**src/rtl/mss_updown_timer.sv**
```systemverilog
// Purpose : min:sec:sub-second up/down timer with run/pause, load, clear, wrap or saturate at terminal.
// Latency : clear/load/step results are visible one cycle after the causing edge; all outputs registered.
// Backpress: none; control inputs are sampled every sclk cycle and act immediately.
//
// Ports:
//   sclk, nrst          clock, asynchronous active-low reset
//   run, dir, wrap_en   count enable, 1 = up / 0 = down, 1 = wrap / 0 = stop at terminal
//   clear, load         single-cycle pulses (clear > load > step > hold)
//   load_val            {min, sec, sub}, each slice clamped to its *_MAX
//   min, sec, sub       current fields; all_time = {min, sec, sub}
//   tick, done, zero    step pulse, landed-on-terminal pulse, all-fields-zero level
// Optional feature (MSS_UPDOWN_TIMER_LAP_EN): lap in, lap_time / lap_valid out.

module mss_updown_timer #(
  parameter int unsigned TICK_DIV = 5_000_000,
  parameter int unsigned FIELD_W  = 8,
  parameter int unsigned MIN_MAX  = 59,
  parameter int unsigned SEC_MAX  = 59,
  parameter int unsigned SUB_MAX  = 9
) (
  input  logic                   sclk,
  input  logic                   nrst,
  input  logic                   run,
  input  logic                   dir,
  input  logic                   wrap_en,
  input  logic                   clear,
  input  logic                   load,
  input  logic [3*FIELD_W-1:0]   load_val,
`ifdef MSS_UPDOWN_TIMER_LAP_EN
  input  logic                   lap,
  output logic [3*FIELD_W-1:0]   lap_time,
  output logic                   lap_valid,
`endif
  output logic [FIELD_W-1:0]     min,
  output logic [FIELD_W-1:0]     sec,
  output logic [FIELD_W-1:0]     sub,
  output logic [3*FIELD_W-1:0]   all_time,
  output logic                   tick,
  output logic                   done,
  output logic                   zero
);

  localparam int unsigned        PW       = $clog2(TICK_DIV);
  localparam logic [PW-1:0]      PRE_LAST = PW'(TICK_DIV - 1);
  localparam logic [FIELD_W-1:0] MIN_M    = FIELD_W'(MIN_MAX);
  localparam logic [FIELD_W-1:0] SEC_M    = FIELD_W'(SEC_MAX);
  localparam logic [FIELD_W-1:0] SUB_M    = FIELD_W'(SUB_MAX);

  logic [PW-1:0]      pre_q;
  logic               pre_wrap;
  logic               at_max;
  logic               at_term;
  logic               step;
  logic               next_term;
  logic [FIELD_W-1:0] min_n, sec_n, sub_n;

  function automatic logic [FIELD_W-1:0] clamp(input logic [FIELD_W-1:0] v,
                                               input logic [FIELD_W-1:0] m);
    return (v > m) ? m : v;
  endfunction

  assign pre_wrap = run && (pre_q == PRE_LAST);
  assign at_max   = (min == MIN_M) && (sec == SEC_M) && (sub == SUB_M);
  assign zero     = (min == '0) && (sec == '0) && (sub == '0);
  assign at_term  = dir ? at_max : zero;
  // Saturating mode swallows the step at the terminal value; the prescaler keeps going.
  assign step     = pre_wrap && (wrap_en || !at_term);
  assign all_time = {min, sec, sub};

  // Carry/borrow chain; wrapping past the terminal falls out naturally.
  always_comb begin
    min_n = min;
    sec_n = sec;
    sub_n = sub;
    if (dir) begin
      if (sub == SUB_M) begin
        sub_n = '0;
        if (sec == SEC_M) begin
          sec_n = '0;
          min_n = (min == MIN_M) ? '0 : min + 1'b1;
        end else begin
          sec_n = sec + 1'b1;
        end
      end else begin
        sub_n = sub + 1'b1;
      end
    end else begin
      if (sub == '0) begin
        sub_n = SUB_M;
        if (sec == '0) begin
          sec_n = SEC_M;
          min_n = (min == '0) ? MIN_M : min - 1'b1;
        end else begin
          sec_n = sec - 1'b1;
        end
      end else begin
        sub_n = sub - 1'b1;
      end
    end
  end

  assign next_term = dir ? ((min_n == MIN_M) && (sec_n == SEC_M) && (sub_n == SUB_M))
                         : ((min_n == '0) && (sec_n == '0) && (sub_n == '0));

  always_ff @(posedge sclk or negedge nrst) begin
    if (!nrst) begin
      pre_q <= '0;
      min   <= '0;
      sec   <= '0;
      sub   <= '0;
      tick  <= 1'b0;
      done  <= 1'b0;
    end else begin
      tick <= 1'b0;
      done <= 1'b0;
      if (clear) begin
        pre_q <= '0;
        min   <= '0;
        sec   <= '0;
        sub   <= '0;
      end else if (load) begin
        pre_q <= '0;
        min   <= clamp(load_val[3*FIELD_W-1:2*FIELD_W], MIN_M);
        sec   <= clamp(load_val[2*FIELD_W-1:FIELD_W], SEC_M);
        sub   <= clamp(load_val[FIELD_W-1:0], SUB_M);
      end else begin
        // Prescaler holds while paused so a partial tick survives a pause.
        if (run) begin
          pre_q <= (pre_q == PRE_LAST) ? '0 : pre_q + 1'b1;
        end
        if (step) begin
          min  <= min_n;
          sec  <= sec_n;
          sub  <= sub_n;
          tick <= 1'b1;
          done <= next_term;
        end
      end
    end
  end

`ifdef MSS_UPDOWN_TIMER_LAP_EN
  // Captures the pre-step fields when a step coincides with the lap pulse.
  always_ff @(posedge sclk or negedge nrst) begin
    if (!nrst) begin
      lap_time  <= '0;
      lap_valid <= 1'b0;
    end else begin
      lap_valid <= 1'b0;
      if (lap && !clear && !load) begin
        lap_time  <= {min, sec, sub};
        lap_valid <= 1'b1;
      end
    end
  end
`endif

endmodule

```
**config.mk**
```make
export PLATFORM = sky130hd
export DESIGN_NAME = mss_updown_timer
export DESIGN_NICKNAME = d
export VERILOG_FILES = /design/src/rtl/mss_updown_timer.sv
export SDC_FILE = /design/constraint.sdc
export NUM_CORES = 1
export LEC_CHECK = 0
export CORE_AREA = 2 2 81 142
export CTS_CLUSTER_DIAMETER = 40
export DETAILED_ROUTE_END_ITERATION = 7
export DIE_AREA = 0 0 83 144
export PLACE_DENSITY = 0.61
export SYNTH_ARGS = -nofsm -noshare
export SYNTH_HDL_FRONTEND = slang
export SYNTH_SLANG_ARGS = --single-unit
```
**constraint.sdc**
```tcl
create_clock -name sclk -period 4.55 [get_ports sclk]
set_input_delay 0.91 -clock sclk [delete_from_list [all_inputs] [get_ports sclk]]
set_output_delay 0.91 -clock sclk [all_outputs]
set_load 0.02 [all_outputs]
```
# After elaboration in Yosys (flattened, before gate mapping)
# Cells that the tools add are included.
# W data, S select, Z words.
[totals]
latch_bits = 0
mem_bits_rw = 0
output_inout_bits = 51
memories = 0
input_bits = 31
rom_bits = 0
register_bits = 49
elab_cells = 82
[op_classes]
n_mul = 0
muxes = 39
reduce_logical = 20
n_eq_ne = 7
n_shift = 0
n_div = 0
n_lt_le_gt_ge = 3
addsub = 7
bitwise = 0
[op_table]
columns = ["cell", "count"]
rows = [
  ["$mux W8", 27],
  ["$mux W23", 4],
  ["$logic_not A8 Y1", 6],
  ["$eq A8 B6 Y1 const B", 4],
  ["$add A8 B1 Y8 const B", 3],
  ["$sub A8 B1 Y8 const B", 3],
  ["$add A23 B1 Y23 const B", 1],
  ["$eq A23 B23 Y1 const B", 1],
  ["$eq A8 B4 Y1 const B", 2],
  ["$gt A8 B6 Y1 const B", 2],
  ["$logic_and A1 B1 Y1", 10],
  ["$gt A8 B4 Y1 const B", 1],
  ["$mux W1", 8],
  ["$reduce_bool A3 Y1", 2],
  ["$logic_not A1 Y1", 1],
  ["$logic_or A1 B1 Y1", 1],
]

# Logic depth before layout (Yosys ltp)
[logic_depth]
word_depth = 12
mapped_depth = 13
mapped_depth_nobuf = 10

# Worst setup path before layout
# Ideal clock, no wire load.
[synth_path]
path_type = "flip-flop to flip-flop"
from = "register sec[1]"
to = "register sub[2]"
required_ns = 4.424
path_stages_with_launch = 12
setup_ns = 0.126
path_slack_ns = 1.197
path_buffers = 3
arrival_time_ns = 3.227
synth_period_minus_slack_ns = 3.353
cell_sequence = "dfrtp_1 clkbuf_1 inv_1 ha_1 or3b_2 or4_4 nor2_2 a2bb2oi_1 o211a_1 buf_2 buf_2 o32a_1"
[synth_between]
elab_chain_len = 8
word_cells_on_any_way = 11
classes_between = "eq/ne: 1; mux: 1; reduce/logical: 9"
[synth_rtl]
columns = ["item", "line", "text"]
rows = [
  ["start, declared", "35", "output logic [FIELD_W-1:0] sec,"],
  ["start signal, assigned", "124", "sec <= clamp(load_val[2*FIELD_W-1:FIELD_W], SEC_M);"],
  ["start signal, assigned", "133", "sec <= sec_n;"],
  ["$logic_not A8 Y1", "64", "assign zero = (min == '0) && (sec == '0) && (sub == '0);"],
  ["$logic_and A1 B1 Y1 (2 in series)", "64", ""],
  ["named net zero", "40", "output logic zero"],
  ["$mux W1", "65", "assign at_term = dir ? at_max : zero;"],
  ["$logic_not A1 Y1", "67", "assign step = pre_wrap && (wrap_en || !at_term);"],
  ["$logic_or A1 B1 Y1", "67", ""],
  ["$logic_and A1 B1 Y1", "67", ""],
  ["$reduce_bool A3 Y1 (no source line)", "--", ""],
  ["end signal, assigned", "125", "sub <= clamp(load_val[FIELD_W-1:0], SUB_M);"],
  ["end signal, assigned", "134", "sub <= sub_n;"],
  ["end, declared", "36", "output logic [FIELD_W-1:0] sub,"],
]
# The timed path passes the listed nets, and every way through them passes these cells.
# A chain may end at the register's enable or synchronous reset.

# Worst setup path in the final report
[layout_path]
from = "register sub[0]"
to = "output zero"
[layout_between]
elab_chain_len = 2
[layout_rtl]
columns = ["item", "line"]
rows = [
  ["$logic_not A8 Y1", "64"],
  ["$logic_and A1 B1 Y1", "64"],
  ["end, declared", "40"],
]
# Every way passes these cells.

==> PnR_summary.wiki <==
{| class="wikitable"
! Metric !! Value
|-
| Period utilization || 0.900
|-
| Sum of negative setup slack || 0 ns
|-
| Horizontal die dimension || approximately 83 um
|-
| Global-route wire length before repair || between 20000 and 25000 um
|-
| Share of final-layout standard cells stronger than drive strength 1 || 0.0503
|-
| Post-route insts no fill || 728
|-
| Peak ir drop on the vdd network || 0.000139 V
|-
| Area of the die || approximately 12000 um2
|-
| Share of the synthesized area in the top cell type || 0.290
|-
| Total of warnings raised by yosys || 0
|-
| Starting Density || 0.388
|-
| Worst-margin pin slew || 0.889 ns
|-
| Cts bufs inserted || 5
|-
| Outcome || finished, final reports clean
|-
| Final min period || 4.09 ns
|-
| Synth Register Bits || around 50
|-
| Cell area after layout || about 5000 um2
|-
| Biggest cell delay along the critical path || roughly 0.64 ns
|-
| Final Routed Wirelength || between 10000 and 15000 um
|-
| Number of cells in the design after placement || a little over 700
|-
| Number of enable-type register cells in the synthesized netlist || 0
|-
| Final weighted congestion in routability-driven placement || a little over 0.9
|-
| Number of input and output port buffers inserted || 81
|-
| Congestion Overflow GR || 0
|-
| Sequence of cells on the critical path || inv_1, ha_1, or3b_2, or4_4, nor2_2, clkdlybuf4s50_1
|-
| Placed cell area || 4910 um2
|-
| IO Pins || a little over 80
|-
| Cell at the slowest stage of the critical path || sky130_fd_sc_hd__clkdlybuf4s50_1
|-
| Placement Rows || 51
|-
| Global-route usage over all layers || 0.224
|-
| Number of nets produced by synthesis || between 600 and 700
|-
| Final Max Tran Viols || 0
|-
| Number of vias per cell after detailed routing || ~6.2
|-
| Leak || 1.90 nW
|-
| Buf+Inv Stages, Crit Path || 2
|-
| Antenna cell count || 0
|-
| # H-tree levels || 2
|-
| Pin count of the biggest net entering global routing || 50
|-
| Synthesized instance count || 563
|-
| Pwr dens || between 200 and 250 nW/um2
|-
| Drc violations || 0
|-
| Placed wire-length estimate || 10500 um
|-
| Number of sinks driven by the clock tree || 49
|-
| Relative slew margins || 0.402
|-
| Resized cells post-CTS || 0
|-
| Cell taking the most area after synthesis || sky130_fd_sc_hd__dfrtp_1
|-
| Setup repair after global routing missed its margin || no
|-
| Clock insertion delay at the later pin of the skew report || ~0.30 ns
|-
| Core Box Area || around 11000 um2
|-
| Netlist Area Pre-Place || around 4200 um2
|-
| Maximum Capacitance Violations || 0
|-
| Maximum fanout along the worst path || 11
|-
| Final setup vio count || 0
|-
| Number of nets in the layout || around 640
|-
| Initial DRC Count || around 300
|-
| Average routed wire per standard cell || 19.1 um
|-
| Clock tree root driver cell || sky130_fd_sc_hd__clkbuf_16
|-
| Cell family contributing the most delay on the critical path || simple AND/OR/NAND/NOR gates
|-
| CP Data Required Time || ~3.6 ns
|-
| Syn Area/Cell || approximately 7.5 um2
|-
| Primary FF master, synth || sky130_fd_sc_hd__dfrtp_1
|-
| Final Hold Vio Count || 0
|-
| Distinct cell type count of the synthesized netlist || between 60 and 70
|-
| Synth-to-layout area growth || 19.5%
|-
| Vias || roughly 4500
|-
| Proportion of register bits with asynchronous set or reset after synthesis || 1.00
|-
| Class of the tightest hold or removal check || flip-flop to flip-flop
|-
| Critical path data arrival time || 3.18 ns
|-
| Critical path capture point type || output port
|-
| CTS tree || done
|-
| Max Root-Sink Buffers || 2
|-
| TritonRoute pass-1 iters || 6
|-
| Post-CTS Setup Bufs || 0
|-
| Via count of the first global-routing pass || approximately 4300
|-
| Clock tree skew after final layout || ~0.016 ns
|-
| Post-detailed-route count of antenna-violating nets || 0
|-
| Die extent in y || 144 um
|-
| CTS Hold Buffers Added || 0
|-
| Reg clk slew, reported paths || 0.07 ns
|-
| Startpoint kind of the worst setup timing path || flip-flop
|-
| Fmax || roughly 240 MHz
|-
| Sequential element share of the synthesized area || 0.290
|-
| Path type of the worst setup path || flip-flop to output port
|-
| Top post-synthesis cells by area || sky130_fd_sc_hd__dfrtp_1 (29%), sky130_fd_sc_hd__nand2_1 (6.2%), sky130_fd_sc_hd__o21ai_0 (5.1%)
|-
| Initial antenna violation count || 0
|}
## metal layers
metal / up-vias / wire length, um / global-route usage
li1: 2116 / - / -
met1: 2170 / 4810 / 0.219
met2: 168 / 7920 / 0.446
met3: 45 / 582 / 0.0280
met4: 0 / 579 / 0.123
met5: - / 0 / 0
## flip-flops by register name, indices dropped and copies added, names as in the netlist
register	cells
min	8
sub	8
sec	8
done	1
tick	1
pre_q	23
## worst paths after layout
path	startpoint	endpoint	slack [ns]	depth (start not counted)
min in group asynchronous	nrst	pre_q[11]$_DFFE_PN0P_	0.71	2
max reg2reg	sub[0]$_DFFE_PN0P_	min[2]$_DFFE_PN0P_	0.84	9
max in group asynchronous	nrst	pre_q[14]$_DFFE_PN0P_	3.38	2
max	sub[0]$_DFFE_PN0P_	zero	0.46	6
min	pre_q[3]$_DFFE_PN0P_	pre_q[3]$_DFFE_PN0P_	0.51	1
min reg2reg	pre_q[3]$_DFFE_PN0P_	pre_q[3]$_DFFE_PN0P_	0.51	1
## metrics by stage
stage | hold slack, ns | utilization | total power, mW | worst slack (ns)
2_1_floorplan | 0.459 | - | 0.638 | 1.20
3_3_place_gp | 0.497 | 0.450 | 0.743 | 0.875
3_5_place_dp | 0.495 | 0.450 | 0.746 | 0.796
4_1_cts | 0.503 | 0.463 | 1.13 | 0.471
5_1_grt | 0.561 | 0.463 | 1.17 | 0.322
6_report | 0.505 | 0.463 | 1.12 | 0.457
## placed cells by master, fill, tap and decap left out, types with 8 or more instances in the layout
master / count
sky130_fd_sc_hd__clkdlybuf4s50_1: 80
sky130_fd_sc_hd__nand2_1: 70
sky130_fd_sc_hd__nor2_1: 50
sky130_fd_sc_hd__dfrtp_1: 49
sky130_fd_sc_hd__o21ai_0: 43
sky130_fd_sc_hd__a21oi_1: 30
sky130_fd_sc_hd__nand3_1: 27
sky130_fd_sc_hd__nor3_1: 24
sky130_fd_sc_hd__nor4_1: 20
sky130_fd_sc_hd__nand4_1: 15
sky130_fd_sc_hd__inv_1: 13
sky130_fd_sc_hd__and3_1: 12
sky130_fd_sc_hd__ha_1: 9
sky130_fd_sc_hd__o22ai_1: 8
sky130_fd_sc_hd__buf_4: 8
## cell families (layout without fill, tap and decap cells)
family / after synthesis / in the layout / share of synthesized area
AND/OR/NAND/NOR: 266 / 266 / 0.325
adder cells (fa/ha/maj): 9 / 9 / 0.0266
multiplexers: 7 / 7 / 0.0166
buffers and inverters: 77 / 110 / 0.0940
AO/OA/AOI/OAI: 142 / 142 / 0.221
XOR/XNOR: 13 / 13 / 0.0269
flip-flops: 49 / 49 / 0.290
## cell type report
| type | instances | area, um2 |
|---|---|---|
| clock buffer | 6 | 129 |
| clock inverter | 2 | 13.8 |
| fill | 1083 | 5850 |
| inverter | 13 | 48.8 |
| multi-input combinational | 437 | 2610 |
| sequential | 49 | 1230 |
| tap | 132 | 165 |
| timing repair buffer | 89 | 866 |
## synthesized netlist by cell type, drive strengths merged, types with 4 or more instances
cell      n
a211o     4
a211oi    4
a21oi    30
a221oi    4
a2bb2oi   5
a311oi    4
a31oi     6
and2      4
and3     12
buf      35
clkbuf   29
dfrtp    49
ha        9
inv      13
mux2i     7
nand2    70
nand3    27
nand4    15
nor2     52
nor2b     5
nor3     24
nor3b     5
nor4     21
o211ai    8
o21ai    43
o22ai     8
o31ai     4
or3       7
or4       6
xnor2     6
xor2      7
## power by group
part | internal (mW) | switching (mW) | total [mW]
clock | 0.206 | 0.178 | 0.384
sequential | 0.445 | 0.0344 | 0.479
combinational | 0.110 | 0.151 | 0.261
Power figures use the tool's default switching activity.
